File: config.mk
export PLATFORM = sky130hd
export DESIGN_NAME = uart_rx_edge_sampler_flat
export DESIGN_NICKNAME = d
export VERILOG_FILES = /design/src/rtl/uart_rx_edge_sampler_pkg.sv /design/src/rtl/uart_rx_edge_sampler_if.sv /design/src/rtl/uart_rx_edge_sampler_sync.sv /design/src/rtl/uart_rx_edge_sampler.sv /design/src/flat_wrapper.sv
export SDC_FILE = /design/constraint.sdc
export NUM_CORES = 1
export LEC_CHECK = 0
export BUFFER_PORTS_ARGS = -buffer_cell sky130_fd_sc_hd__buf_2
export CORE_AREA = 2 2 40 61
export CTS_CLUSTER_SIZE = 10
export DETAILED_ROUTE_END_ITERATION = 8
export DIE_AREA = 0 0 42 63
export GPL_ROUTABILITY_DRIVEN = 0
export PLACE_DENSITY = 0.73
export SLEW_MARGIN = 10
export SYNTH_ARGS = -nofsm -noshare
export SYNTH_HDL_FRONTEND = slang
export SYNTH_HIERARCHICAL = 1
export SYNTH_SLANG_ARGS = --single-unit
File: constraint.sdc
create_clock -name CLK -period 2.75 [get_ports CLK]
set_input_delay 0.275 -clock CLK [delete_from_list [all_inputs] [get_ports CLK]]
set_output_delay 0.275 -clock CLK [all_outputs]
set_load 0.02 [all_outputs]
File: src/rtl/uart_rx_edge_sampler_pkg.sv
// Shared constants and helpers for the UART receive path.
// Frame shape, minimum oversampling ratio and the 3-sample majority vote.
package uart_rx_pkg;

  localparam int PRESCALE_MIN   = 4;
  localparam int DEF_PRESCALE_W = 5;
  localparam int DEF_BIT_CNT_W  = 4;

  localparam int START_BITS  = 1;
  localparam int DATA_BITS   = 8;
  localparam int PARITY_BITS = 1;
  localparam int STOP_BITS   = 1;
  localparam int FRAME_BITS_NO_PARITY = START_BITS + DATA_BITS + STOP_BITS;
  localparam int FRAME_BITS_PARITY    = FRAME_BITS_NO_PARITY + PARITY_BITS;

  function automatic logic maj3(input logic a, input logic b, input logic c);
    return (a & b) | (a & c) | (b & c);
  endfunction

endpackage

File: src/rtl/uart_rx_edge_sampler_if.sv
// Sampler <-> RX control FSM bundle; slave is the sampler, master the FSM side.
// No handshake: counters and the sample_done pulse are consumed combinationally.
interface uart_rx_edge_sampler_if #(
  parameter int PRESCALE_W = uart_rx_pkg::DEF_PRESCALE_W,
  parameter int BIT_CNT_W  = uart_rx_pkg::DEF_BIT_CNT_W
);
  logic                  RX_IN;
  logic [PRESCALE_W-1:0] PRESCALE;
  logic                  COUNTER_EN;
  logic                  SAMPLE_EN;
  logic [PRESCALE_W-1:0] EDGE_COUNT;
  logic [BIT_CNT_W-1:0]  BIT_COUNT;
  logic                  SAMPLED_BIT;
  logic                  sample_done;

  modport master (
    output RX_IN, PRESCALE, COUNTER_EN, SAMPLE_EN,
    input  EDGE_COUNT, BIT_COUNT, SAMPLED_BIT, sample_done
  );

  modport slave (
    input  RX_IN, PRESCALE, COUNTER_EN, SAMPLE_EN,
    output EDGE_COUNT, BIT_COUNT, SAMPLED_BIT, sample_done
  );
endinterface

File: src/rtl/uart_rx_edge_sampler_sync.sv
// Bit synchronizer for RX_IN, STAGES flops deep, resetting to the idle-high level.
// Latency STAGES clocks; STAGES=0 is a wire. No backpressure.
module uart_rx_sync #(
  parameter int STAGES = 2
) (
  input  logic CLK,
  input  logic RST,
  input  logic d,
  output logic q
);
  generate
    if (STAGES == 0) begin : g_bypass
      assign q = d;
    end else begin : g_sync
      logic [STAGES-1:0] ff;
      always_ff @(posedge CLK) begin
        if (RST) ff <= '1;
        else     ff <= STAGES'({ff, d});
      end
      assign q = ff[STAGES-1];
    end
  endgenerate
endmodule

File: src/rtl/uart_rx_edge_sampler.sv
// Oversampling edge/bit counters plus 3-sample majority voter for the UART RX FSM.
// RX_IN->vote SYNC_STAGES clocks, vote->SAMPLED_BIT/sample_done 1 clock; no backpressure.
module uart_rx_edge_sampler #(
  parameter int SYNC_STAGES = 2,
  parameter int PRESCALE_W  = uart_rx_pkg::DEF_PRESCALE_W,
  parameter int BIT_CNT_W   = uart_rx_pkg::DEF_BIT_CNT_W
) (
  input logic                   CLK,
  input logic                   RST,
  uart_rx_edge_sampler_if.slave bus
);
  import uart_rx_pkg::*;

  logic                  rx_s;
  logic [PRESCALE_W-1:0] p_eff;
  logic [PRESCALE_W-1:0] mid;
  logic                  wrap;
  logic [PRESCALE_W-1:0] edge_cnt;
  logic [BIT_CNT_W-1:0]  bit_cnt;
  logic                  s0;
  logic                  s1;
  logic                  sampled;
  logic                  done;

  uart_rx_sync #(.STAGES(SYNC_STAGES)) u_sync (
    .CLK (CLK),
    .RST (RST),
    .d   (bus.RX_IN),
    .q   (rx_s)
  );

  always_comb begin
    p_eff = bus.PRESCALE;
    if (bus.PRESCALE < PRESCALE_W'(PRESCALE_MIN)) p_eff = PRESCALE_W'(PRESCALE_MIN);
    mid  = p_eff >> 1;
    // >= so a mid-bit PRESCALE decrease wraps immediately instead of running away
    wrap = (edge_cnt >= p_eff - PRESCALE_W'(1));
  end

  always_ff @(posedge CLK) begin
    if (RST) begin
      edge_cnt <= '0;
      bit_cnt  <= '0;
      s0       <= 1'b1;
      s1       <= 1'b1;
      sampled  <= 1'b1;
      done     <= 1'b0;
    end else begin
      done <= 1'b0;
      if (!bus.COUNTER_EN) begin
        edge_cnt <= '0;
        bit_cnt  <= '0;
      end else if (wrap) begin
        edge_cnt <= '0;
        bit_cnt  <= bit_cnt + BIT_CNT_W'(1);
      end else begin
        edge_cnt <= edge_cnt + PRESCALE_W'(1);
      end

      if (bus.SAMPLE_EN && bus.COUNTER_EN) begin
        if (edge_cnt == mid - PRESCALE_W'(1)) s0 <= rx_s;
        if (edge_cnt == mid)                  s1 <= rx_s;
      end
      // Vote ignores COUNTER_EN so a disable landing in the M+1 cycle still finishes the bit
      if (bus.SAMPLE_EN && (edge_cnt == mid + PRESCALE_W'(1))) begin
        sampled <= maj3(s0, s1, rx_s);
        done    <= 1'b1;
      end
    end
  end

  assign bus.EDGE_COUNT  = edge_cnt;
  assign bus.BIT_COUNT   = bit_cnt;
  assign bus.SAMPLED_BIT = sampled;
  assign bus.sample_done = done;
endmodule

File: src/flat_wrapper.sv
// flat-port wrapper written by rule: the top's interface ports become plain ports
module uart_rx_edge_sampler_flat import uart_rx_pkg::*;
#(
  parameter int SYNC_STAGES = 2,
  parameter int PRESCALE_W  = uart_rx_pkg::DEF_PRESCALE_W,
  parameter int BIT_CNT_W   = uart_rx_pkg::DEF_BIT_CNT_W
)
  (CLK, RST, bus_RX_IN, bus_PRESCALE, bus_COUNTER_EN, bus_SAMPLE_EN, bus_EDGE_COUNT, bus_BIT_COUNT, bus_SAMPLED_BIT, bus_sample_done);
  uart_rx_edge_sampler_if #(.PRESCALE_W(PRESCALE_W), .BIT_CNT_W(BIT_CNT_W)) bus_i ();
  input logic CLK;
  input logic RST;
  input wire logic [$bits(bus_i.RX_IN)-1:0] bus_RX_IN;
  input wire logic [$bits(bus_i.PRESCALE)-1:0] bus_PRESCALE;
  input wire logic [$bits(bus_i.COUNTER_EN)-1:0] bus_COUNTER_EN;
  input wire logic [$bits(bus_i.SAMPLE_EN)-1:0] bus_SAMPLE_EN;
  output wire logic [$bits(bus_i.EDGE_COUNT)-1:0] bus_EDGE_COUNT;
  output wire logic [$bits(bus_i.BIT_COUNT)-1:0] bus_BIT_COUNT;
  output wire logic [$bits(bus_i.SAMPLED_BIT)-1:0] bus_SAMPLED_BIT;
  output wire logic [$bits(bus_i.sample_done)-1:0] bus_sample_done;
  assign bus_i.RX_IN = bus_RX_IN;
  assign bus_i.PRESCALE = bus_PRESCALE;
  assign bus_i.COUNTER_EN = bus_COUNTER_EN;
  assign bus_i.SAMPLE_EN = bus_SAMPLE_EN;
  assign bus_EDGE_COUNT = bus_i.EDGE_COUNT;
  assign bus_BIT_COUNT = bus_i.BIT_COUNT;
  assign bus_SAMPLED_BIT = bus_i.SAMPLED_BIT;
  assign bus_sample_done = bus_i.sample_done;
  uart_rx_edge_sampler #(.SYNC_STAGES(SYNC_STAGES), .PRESCALE_W(PRESCALE_W), .BIT_CNT_W(BIT_CNT_W)) u_core (.CLK(CLK), .RST(RST), .bus(bus_i));
endmodule
==> impl_metrics.env, run 1 <==
export IMPL_io_buffers=20
export IMPL_wl_per_cell_um=12.9
export IMPL_finClkSkew_ns=0.00537
export IMPL_drcViolationCount=0
export IMPL_crit_path_start_kind="input pin"
export IMPL_setup_tns_ns=0
export IMPL_grt_pass1_vias=947
export IMPL_fin_util=0.564
export IMPL_grt_max_degree=13
export IMPL_path_cells="buf_2 -> o31ai_4 -> ha_1 -> ha_1 -> a21o_1 -> a21oi_1 -> o21a_1 -> mux2i_1"
export IMPL_critPathArrivalTime_ns=2.25
export IMPL_grt_pass1_wl_mm=3.88
export IMPL_place_ws_ns=0.423
export IMPL_period_minus_slack_ns=2.04
export IMPL_rsz0062_at_grt="no"
export IMPL_netlist_instances=128
export IMPL_yosysWarnings=6
export IMPL_clk_pin_slew_ns=0.09
export IMPL_synthDistinctLibCells=34
export IMPL_die_area_sq_mm=0.00265
export IMPL_tightest_slew_ns=0.538
export IMPL_synth_area_leaders="dfxtp_1 (28%), ha_1 (13%), mux2i_1 (6.5%)"
export IMPL_critical_path_class="in -> reg"
export IMPL_whs_path_depth=2
export IMPL_cts_root_buf="clkbuf_4"
export IMPL_core_area_sq_mm=0.00213
export IMPL_hold_class="in -> reg"
export IMPL_syn_to_final_growth_pct=11.9
export IMPL_drive_gt1_frac=0.177
export IMPL_syn_area_sq_mm=0.00107
export IMPL_worstHoldStart="bus_RX_IN"
export IMPL_antenna_left=0
export IMPL_grt_antenna_before_repair=0
export IMPL_cts_htree_levels=1
export IMPL_worst_r2r_endpoint="u_core/bus.BIT_COUNT[0]$_SDFFE_PP0P_"
export IMPL_critPathRequiredTime_ns=2.97
export IMPL_status="completed"
export IMPL_cp_max_fo=12
export IMPL_ys_async_sr_fraction=0
export IMPL_cts_setup_buffers=0
export IMPL_cpMaxStageDelayCell="o31ai_4"
export IMPL_setup_viol=0
export IMPL_finalHoldViolCount=0
export IMPL_p_leak_nw=0.549
export IMPL_ys_flop_type="dfxtp_1"
export IMPL_yosysSeqAreaShare=0.280
export IMPL_synth_edf_count=0
export IMPL_syn_num_nets=149
export IMPL_syn_avg_cell_area_sq_um=8.39
export IMPL_end_kind="flip-flop"
export IMPL_yosysTopAreaCell="dfxtp_1"
export IMPL_clock_path_buffers=2
export IMPL_finalMaxSlewViolations=0
export IMPL_drtIter0Drc=22
export IMPL_clk_latency_ns=0.28
export IMPL_cts_sinks=15
export IMPL_max_freq_ghz=0.490
export IMPL_nets=169
export IMPL_vias_per_cell=5.65
export IMPL_irDropWorstVdd_uv=275
export IMPL_relSlewSlack=0.641
export IMPL_fp_dieH_um=63
export IMPL_num_antenna_cells=0
export IMPL_dp_hpwl_mm=1.74
export IMPL_total_power_mw=0.444
export IMPL_tritoncts="yes"
export IMPL_cpMostUsedCell="ha_1"
export IMPL_r2r_start="u_core/bus.EDGE_COUNT[0]$_SDFF_PP0_"
export IMPL_via_count=961
export IMPL_die_x_um=42
export IMPL_placementRows=21
export IMPL_overflow=0
export IMPL_critPathMaxStageDelay_ns=0.36
export IMPL_setup_slack_ns=0.711
export IMPL_hold_buffers=0
export IMPL_period_share=0.742
export IMPL_maxCapViolations=0
export IMPL_drtPass1Iterations=4
export IMPL_track_usage=0.186
export IMPL_ys_ff_latch=15
export IMPL_yosysTopAreaCellShare=0.280
export IMPL_start_util=0.504
export IMPL_cts_buffers=3
export IMPL_wirelength_mm=2.19
export IMPL_rr_worst_depth=7
export IMPL_boundaryPins=21
export IMPL_cts_resized=0
export IMPL_rrSetupSlack_ns=0.79
export IMPL_whs_endpoint="u_core/u_sync/g_sync.ff[0]$_SDFF_PP1_"
export IMPL_powerDensity_mw_per_mm2=370
[report_power, final]
group          internal [mW]  switching (mW)
Sequential             0.221         0.00437
Combinational         0.0394          0.0551
Clock                 0.0540          0.0706
Total                  0.314           0.130
[cells in the mapped netlist (3+ instances only)]
cell	number
nand2_1	12
a21oi_1	3
dfxtp_1	15
o21ai_0	3
mux2i_1	7
nor3_1	4
o21ai_1	5
xor2_1	6
xnor2_1	8
nand3_1	10
inv_1	3
nand2b_1	6
ha_1	11
nor2_1	10
[state kept, by name (all words and copies together), names as in the netlist]
| register | cells |
|---|---|
| u_core/bus.BIT_COUNT | 4 |
| u_core/bus.EDGE_COUNT | 5 |
| u_core/bus.SAMPLED_BIT | 1 |
| u_core/bus.sample_done | 1 |
| u_core/s0 | 1 |
| u_core/s1 | 1 |
| u_core/u_sync/g_sync.ff | 2 |
[critical path: cells and delay by family]
| kind | cells | cell delay (ns) |
|---|---|---|
| buffers and inverters | 1 | 0.18 |
| AOI/OAI and AO/OA | 4 | 1.05 |
| adders and majority gates | 2 | 0.56 |
| muxes | 1 | 0.19 |
[per-stage QoR]
| step | area, sq um | instances | hold slack [ns] |
|---|---|---|---|
| final | 1200 | 170 | 0.162 |
| after global routing | 1200 | 170 | 0.151 |
| after CTS | 1200 | 170 | 0.158 |
| after detailed placement | 1170 | 166 | 0.393 |
| after global placement | 1170 | 166 | 0.386 |
| after floorplan | 1070 | 128 | 0.347 |
[cells by family after synthesis]
logic type,Yosys count,share of synthesized area
AND/OR/NAND/NOR,52,0.238
AO/OA/AOI/OAI,19,0.125
XOR/XNOR,14,0.114
flip-flops,15,0.280
multiplexers,7,0.0653
buffers and inverters,9,0.0408
adder cells (fa/ha/maj),12,0.138
[placed cells by master, fill, tap and decap left out, drive strengths merged, types with 2 or more instances in the layout]
| cell | instances |
|---|---|
| a21oi | 3 |
| and3 | 2 |
| buf | 20 |
| clkbuf | 3 |
| dfxtp | 15 |
| ha | 11 |
| inv | 4 |
| mux2i | 7 |
| nand2 | 12 |
| nand2b | 6 |
| nand3 | 10 |
| nor2 | 10 |
| nor3 | 4 |
| nor4 | 2 |
| o21a | 2 |
| o21ai | 8 |
| or2 | 2 |
| xnor2 | 8 |
| xor2 | 6 |
[metal layers]
metal	track usage	part of all wire
met1	0.189	0.39
met2	0.342	0.53
met3	0.0289	0.041
met4	0.113	0.042
met5	0	0
[cell type report]
type,count,area (sq um)
inverter,4,15.0
clock inverter,1,5.00
tap,23,28.8
clock buffer,3,22.5
sequential,15,300
fill,192,927
multi-input combinational,104,729
timing repair buffer,20,100
[how the worst max path moves through the flow]
stage,endpoint,slack [ns],startpoint
after floorplan,u_core/bus.BIT_COUNT[0]$_SDFFE_PP0P_,0.67,bus_PRESCALE[4]
after global placement,u_core/bus.BIT_COUNT[1]$_SDFFE_PP0P_,0.49,bus_PRESCALE[3]
after detailed placement,u_core/bus.BIT_COUNT[0]$_SDFFE_PP0P_,0.42,bus_PRESCALE[3]
after CTS,u_core/bus.BIT_COUNT[0]$_SDFFE_PP0P_,0.72,bus_PRESCALE[3]
after global routing,u_core/bus.BIT_COUNT[1]$_SDFFE_PP0P_,0.50,bus_PRESCALE[3]
final,u_core/bus.BIT_COUNT[0]$_SDFFE_PP0P_,0.71,bus_PRESCALE[3]
Note: power is estimated with default switching activity, not from simulation.
==> run 2, diff against run 1 <==
==> constraint.sdc (replaced) <==
create_clock -name CLK -period 1.9 [get_ports CLK]
set_input_delay 0.19 -clock CLK [delete_from_list [all_inputs] [get_ports CLK]]
set_output_delay 0.19 -clock CLK [all_outputs]
set_load 0.02 [all_outputs]
==> run 2 against run 1 <==
Effect of this change: clock power is 44% higher; non-clock buffer count grew 17; die area stayed put.
==> impl_metrics.env, run 2 (synthesis results as in run 1) <==
export IMPL_whs_ns=0.0818
export IMPL_setup_viol=0
export IMPL_drtPass1Iterations=5
export IMPL_cp_max_fo=5
export IMPL_grt_antenna_before_repair=0
export IMPL_cts_sinks=15
export IMPL_place_ws_ns=-0.171
export IMPL_period_share=0.932
export IMPL_start_util=0.504
export IMPL_p_leak_nw=0.631
export IMPL_relSlewSlack=0.628
export IMPL_setup_slack_ns=0.129
export IMPL_cts_resized=0
export IMPL_cts_setup_buffers=0
export IMPL_hold_buffers=0
export IMPL_drtIter0Drc=12
export IMPL_nets=186
export IMPL_tightest_slew_ns=0.556
export IMPL_rsz0062_at_grt="no"
export IMPL_critPathMaxStageDelay_ns=0.32
export IMPL_num_antenna_cells=0
export IMPL_grt_max_degree=11
export IMPL_tritoncts="yes"
export IMPL_grt_pass1_wl_mm=4.16
export IMPL_clk_pin_slew_ns=0.09
export IMPL_cts_buffers=3
export IMPL_cpMaxStageDelayCell="o31ai_4"
export IMPL_drcViolationCount=0
export IMPL_status="completed"
export IMPL_mostFrequentLayoutCell="buf_2"
export IMPL_place_area_sq_mm=0.00131
export IMPL_cts_htree_levels=1
export IMPL_wl_per_cell_um=13.6
export IMPL_setup_tns_ns=0
export IMPL_vias_per_cell=5.59
export IMPL_cts_root_buf="clkbuf_4"
export IMPL_max_freq_ghz=0.565
export IMPL_maxCapViolations=0
export IMPL_dp_hpwl_mm=2.02
export IMPL_die_area_sq_mm=0.00265
export IMPL_drive_gt1_frac=0.274
export IMPL_via_count=1045
export IMPL_fin_area_sq_mm=0.00134
export IMPL_boundaryPins=21
export IMPL_cp_buffers_inverters=1
export IMPL_clk_latency_ns=0.28
export IMPL_antenna_left=0
export IMPL_critPathRequiredTime_ns=2.12
export IMPL_overflow=0
export IMPL_finalMaxSlewViolations=0
export IMPL_track_usage=0.210
export IMPL_crit_path_start_kind="input pin"
export IMPL_finClkSkew_ns=0.00429
export IMPL_grt_pass1_vias=961
export IMPL_critPathArrivalTime_ns=1.99
export IMPL_path_cells="buf_2 -> o31ai_4 -> ha_1 -> xnor2_1 -> a211oi_1 -> o21ai_1 -> a21oi_1 -> mux2i_1"
export IMPL_end_kind="flip-flop"
export IMPL_cpLargestDelayFamily="compound AO/OA/AOI/OAI gates"
export IMPL_fp_dieH_um=63
export IMPL_wirelength_mm=2.54
export IMPL_largest_reg_flops=5
export IMPL_clock_path_buffers=2
export IMPL_powerDensity_mw_per_mm2=507
export IMPL_final_cell_mix="buf_2 (20), buf_4 (17), dfxtp_1 (15), nand2_1 (12)"
export IMPL_syn_to_final_growth_pct=24.4
export IMPL_critical_path_class="in -> reg"
export IMPL_hold_class="in -> reg"
export IMPL_irDropWorstVdd_uv=351
export IMPL_period_minus_slack_ns=1.77
export IMPL_die_x_um=42
export IMPL_placementRows=21
export IMPL_core_area_sq_mm=0.00213
export IMPL_io_buffers=20
export IMPL_finalHoldViolCount=0
## run 2: cell types whose count changed in the layout (fill, tap and decap cells not counted)
cell / before / now
ha_1: 11 / 10
buf_4: 0 / 17
a21oi_2: 0 / 1
ha_2: 0 / 1
a21oi_1: 3 / 2
## run 2: layer usage
metal  wire, um  GRT usage
met5          0          0
met4         63      0.141
met3         93     0.0376
met2       1420      0.377
met1        967      0.211
## run 2: final cells by class
type                    count  area, sq um
inverters                   4         15.0
clock buffers               3         22.5
flip-flops and latches     15          300
fillers                   202          793
repair buffers             37          228
clock inverters             1         5.00
well taps                  23         28.8
multi-input cells         104          736
## run 2: path summary, 6_finish.rpt
| kind | from | end | slack (ns) | cells past startpoint |
|---|---|---|---|---|
| setup / recovery | bus_PRESCALE[2] | u_core/s0$_SDFFE_PP1P_ | 0.13 | 8 |
| setup reg to reg | u_core/bus.EDGE_COUNT[0]$_SDFF_PP0_ | u_core/bus.BIT_COUNT[0]$_SDFFE_PP0P_ | 0.21 | 7 |
| hold reg to reg | u_core/u_sync/g_sync.ff[0]$_SDFF_PP1_ | u_core/u_sync/g_sync.ff[1]$_SDFF_PP1_ | 0.41 | 1 |
| hold / removal | bus_RX_IN | u_core/u_sync/g_sync.ff[0]$_SDFF_PP1_ | 0.08 | 2 |
## run 2: report_power, final
part / internal, mW / leakage (nW) / switching [mW]
Combinational: 0.0833 / 0.492 / 0.0894
Sequential: 0.320 / 0.122 / 0.00453
Clock: 0.0782 / 0.0177 / 0.102
Total: 0.481 / 0.631 / 0.196
## run 2: metrics by stage
stage | power [mW] | cells | util
global placement | 0.495 | 183 | 0.614
detailed placement | 0.503 | 183 | 0.614
floorplan | 0.434 | 128 | -
CTS | 0.690 | 187 | 0.627
finish | 0.677 | 187 | 0.627
global route | 0.719 | 187 | 0.627
==> run 3, diff against run 2 <==
--- a/config.mk
+++ b/config.mk
@@ -12,6 +12,7 @@
 export DIE_AREA = 0 0 42 63
 export GPL_ROUTABILITY_DRIVEN = 0
 export PLACE_DENSITY = 0.73
+export RECOVER_POWER = 50
 export SLEW_MARGIN = 10
 export SYNTH_ARGS = -nofsm -noshare
 export SYNTH_HDL_FRONTEND = slang
==> run 3 against run 2 <==
Effect of this change: sequential cell count is the same; fmax grew 0.45%; critical path type unchanged; first-iteration DRC count is the same; non-clock buffer count is the same; largest cell class unchanged; sequential power is essentially flat; combinational power is essentially flat; clock skew is essentially flat; power shrank 0.19%; highest routed layer unchanged; clock power is essentially flat; final cell count is the same.
==> impl_metrics.env, run 3 (synthesis results as in run 1) <==
export IMPL_nets=186
export IMPL_seqPwrFrac=0.480
export IMPL_tritoncts="yes"
export IMPL_setup_viol=0
export IMPL_cp_max_fo=5
export IMPL_tightest_slew_ns=0.558
export IMPL_rr_worst_depth=7
export IMPL_worstHoldStart="bus_RX_IN"
export IMPL_wl_per_cell_um=13.5
export IMPL_finClkSkew_ns=0.00419
export IMPL_p_leak_nw=0.584
export IMPL_cts_sinks=15
export IMPL_grt_pass1_vias=961
export IMPL_whs_endpoint="u_core/u_sync/g_sync.ff[0]$_SDFF_PP1_"
export IMPL_end_kind="flip-flop"
export IMPL_total_power_mw=0.675
export IMPL_clk_latency_ns=0.28
export IMPL_drcViolationCount=0
export IMPL_powerDensity_mw_per_mm2=512
export IMPL_clock_path_buffers=2
export IMPL_cts_root_buf="clkbuf_4"
export IMPL_num_antenna_cells=0
export IMPL_period_minus_slack_ns=1.76
export IMPL_core_area_sq_mm=0.00213
export IMPL_rsz0062_at_grt="no"
export IMPL_hold_class="in -> reg"
export IMPL_cts_setup_buffers=0
export IMPL_fin_util=0.620
export IMPL_multiInputGateArea_sq_um=736
export IMPL_place_ws_ns=-0.171
export IMPL_r2r_start="u_core/bus.EDGE_COUNT[0]$_SDFF_PP0_"
export IMPL_cts_htree_levels=1
export IMPL_p_int_mw=0.480
export IMPL_boundaryPins=21
export IMPL_antenna_left=0
export IMPL_rrSetupSlack_ns=0.21
export IMPL_regArea_sq_um=300
export IMPL_dp_hpwl_mm=2.02
export IMPL_cts_buffers=3
export IMPL_cts_resized=0
export IMPL_start_util=0.504
export IMPL_wirelength_mm=2.53
export IMPL_io_buffers=20
export IMPL_whs_path_depth=2
export IMPL_via_count=1037
export IMPL_period_share=0.928
export IMPL_critical_path_class="in -> reg"
export IMPL_swShare=0.290
export IMPL_switching_power_mw=0.196
export IMPL_mostFrequentLayoutCell="buf_4"
export IMPL_maxCapViolations=0
export IMPL_crit_path_start_kind="input pin"
export IMPL_grt_pass1_wl_mm=4.16
export IMPL_largest_reg_flops=5
export IMPL_critPathRequiredTime_ns=2.11
export IMPL_finalMaxSlewViolations=0
export IMPL_fp_dieH_um=63
export IMPL_worst_r2r_endpoint="u_core/bus.BIT_COUNT[0]$_SDFFE_PP0P_"
export IMPL_irDropWorstVdd_uv=353
export IMPL_die_area_sq_mm=0.00265
export IMPL_syn_to_final_growth_pct=23.0
export IMPL_die_x_um=42
export IMPL_clk_pin_slew_ns=0.09
export IMPL_drtPass1Iterations=5
export IMPL_hold_buffers=0
export IMPL_grt_antenna_before_repair=0
export IMPL_vias_per_cell=5.55
export IMPL_relSlewSlack=0.627
export IMPL_drive_gt1_frac=0.201
export IMPL_num_fill_cells=208
export IMPL_drtIter0Drc=12
export IMPL_track_usage=0.210
export IMPL_grt_max_degree=11
export IMPL_placementRows=21
export IMPL_status="completed"
export IMPL_setup_slack_ns=0.136
export IMPL_max_freq_ghz=0.567
export IMPL_critPathArrivalTime_ns=1.97
export IMPL_p_comb_frac=0.254
export IMPL_pwr_share_clk=0.266
export IMPL_overflow=0
export IMPL_setup_tns_ns=0
export IMPL_final_cell_mix="buf_4 (17), dfxtp_1 (15), clkbuf_1 (12), nand2_1 (12)"
export IMPL_finalHoldViolCount=0
run 3: cell count changes in the layout (fill, tap and decap cells not counted):
cell      previous run  this run
clkbuf_1             0        12
buf_2               20         8
run 3: stage by stage:
| step | cell area [sq um] | instances | hold slack (ns) |
|---|---|---|---|
| floorplan | 1080 | 128 | 0.262 |
| global placement | 1310 | 183 | 0.371 |
| detailed placement | 1310 | 183 | 0.380 |
| CTS | 1340 | 187 | 0.0680 |
| global route | 1320 | 187 | 0.0684 |
| finish | 1320 | 187 | 0.0819 |
run 3: layer usage:
layer | GRT usage | wire length, um
met4 | 0.141 | 63
met2 | 0.377 | 1420
met5 | 0 | 0
met3 | 0.0376 | 85
met1 | 0.211 | 954
run 3: worst max-delay path by stage:
| stage | cells past startpoint | startpoint | slack (ns) | to |
|---|---|---|---|---|
| 4_1_cts | 10 | bus_PRESCALE[3] | 0.14 | u_core/bus.BIT_COUNT[0]$_SDFFE_PP0P_ |
| 3_5_place_dp | 10 | bus_PRESCALE[3] | -0.17 | u_core/bus.BIT_COUNT[0]$_SDFFE_PP0P_ |
| 3_3_place_gp | 10 | bus_PRESCALE[3] | -0.08 | u_core/bus.BIT_COUNT[0]$_SDFFE_PP0P_ |
| 5_1_grt | 10 | bus_PRESCALE[3] | 0.03 | u_core/bus.EDGE_COUNT[2]$_SDFF_PP0_ |
| 6_report | 8 | bus_PRESCALE[2] | 0.14 | u_core/bus.BIT_COUNT[0]$_SDFFE_PP0P_ |
| 2_1_floorplan | 9 | bus_PRESCALE[4] | 0.009 | u_core/bus.EDGE_COUNT[1]$_SDFF_PP0_ |
run 3: layout make-up:
| type | instances | area share |
|---|---|---|
| Clock buffer | 3 | 0.0171 |
| Sequential cell | 15 | 0.227 |
| Tap cell | 23 | 0.0218 |
| Inverter | 4 | 0.0114 |
| Multi-Input combinational cell | 104 | 0.557 |
| Timing Repair Buffer | 37 | 0.161 |
| Clock inverter | 1 | 0.00379 |
run 3: power by group through the flow:
stage	clock, mW	sequential, mW	combinational, mW
5_1_grt	0.204	0.325	0.189
6_report	0.180	0.324	0.171
4_1_cts	0.194	0.324	0.172
3_5_place_dp	0	0.332	0.172
3_3_place_gp	0	0.331	0.164
2_1_floorplan	0	0.336	0.0985
run 3: worst max-delay path, stage by stage:
cell and delay [ns]:
buf_2 0.14, o31ai_4 0.32, ha_1 0.28, ha_1 0.27, a21o_1 0.17, a21oi_2 0.19, o21a_1 0.19, mux2i_1 0.21
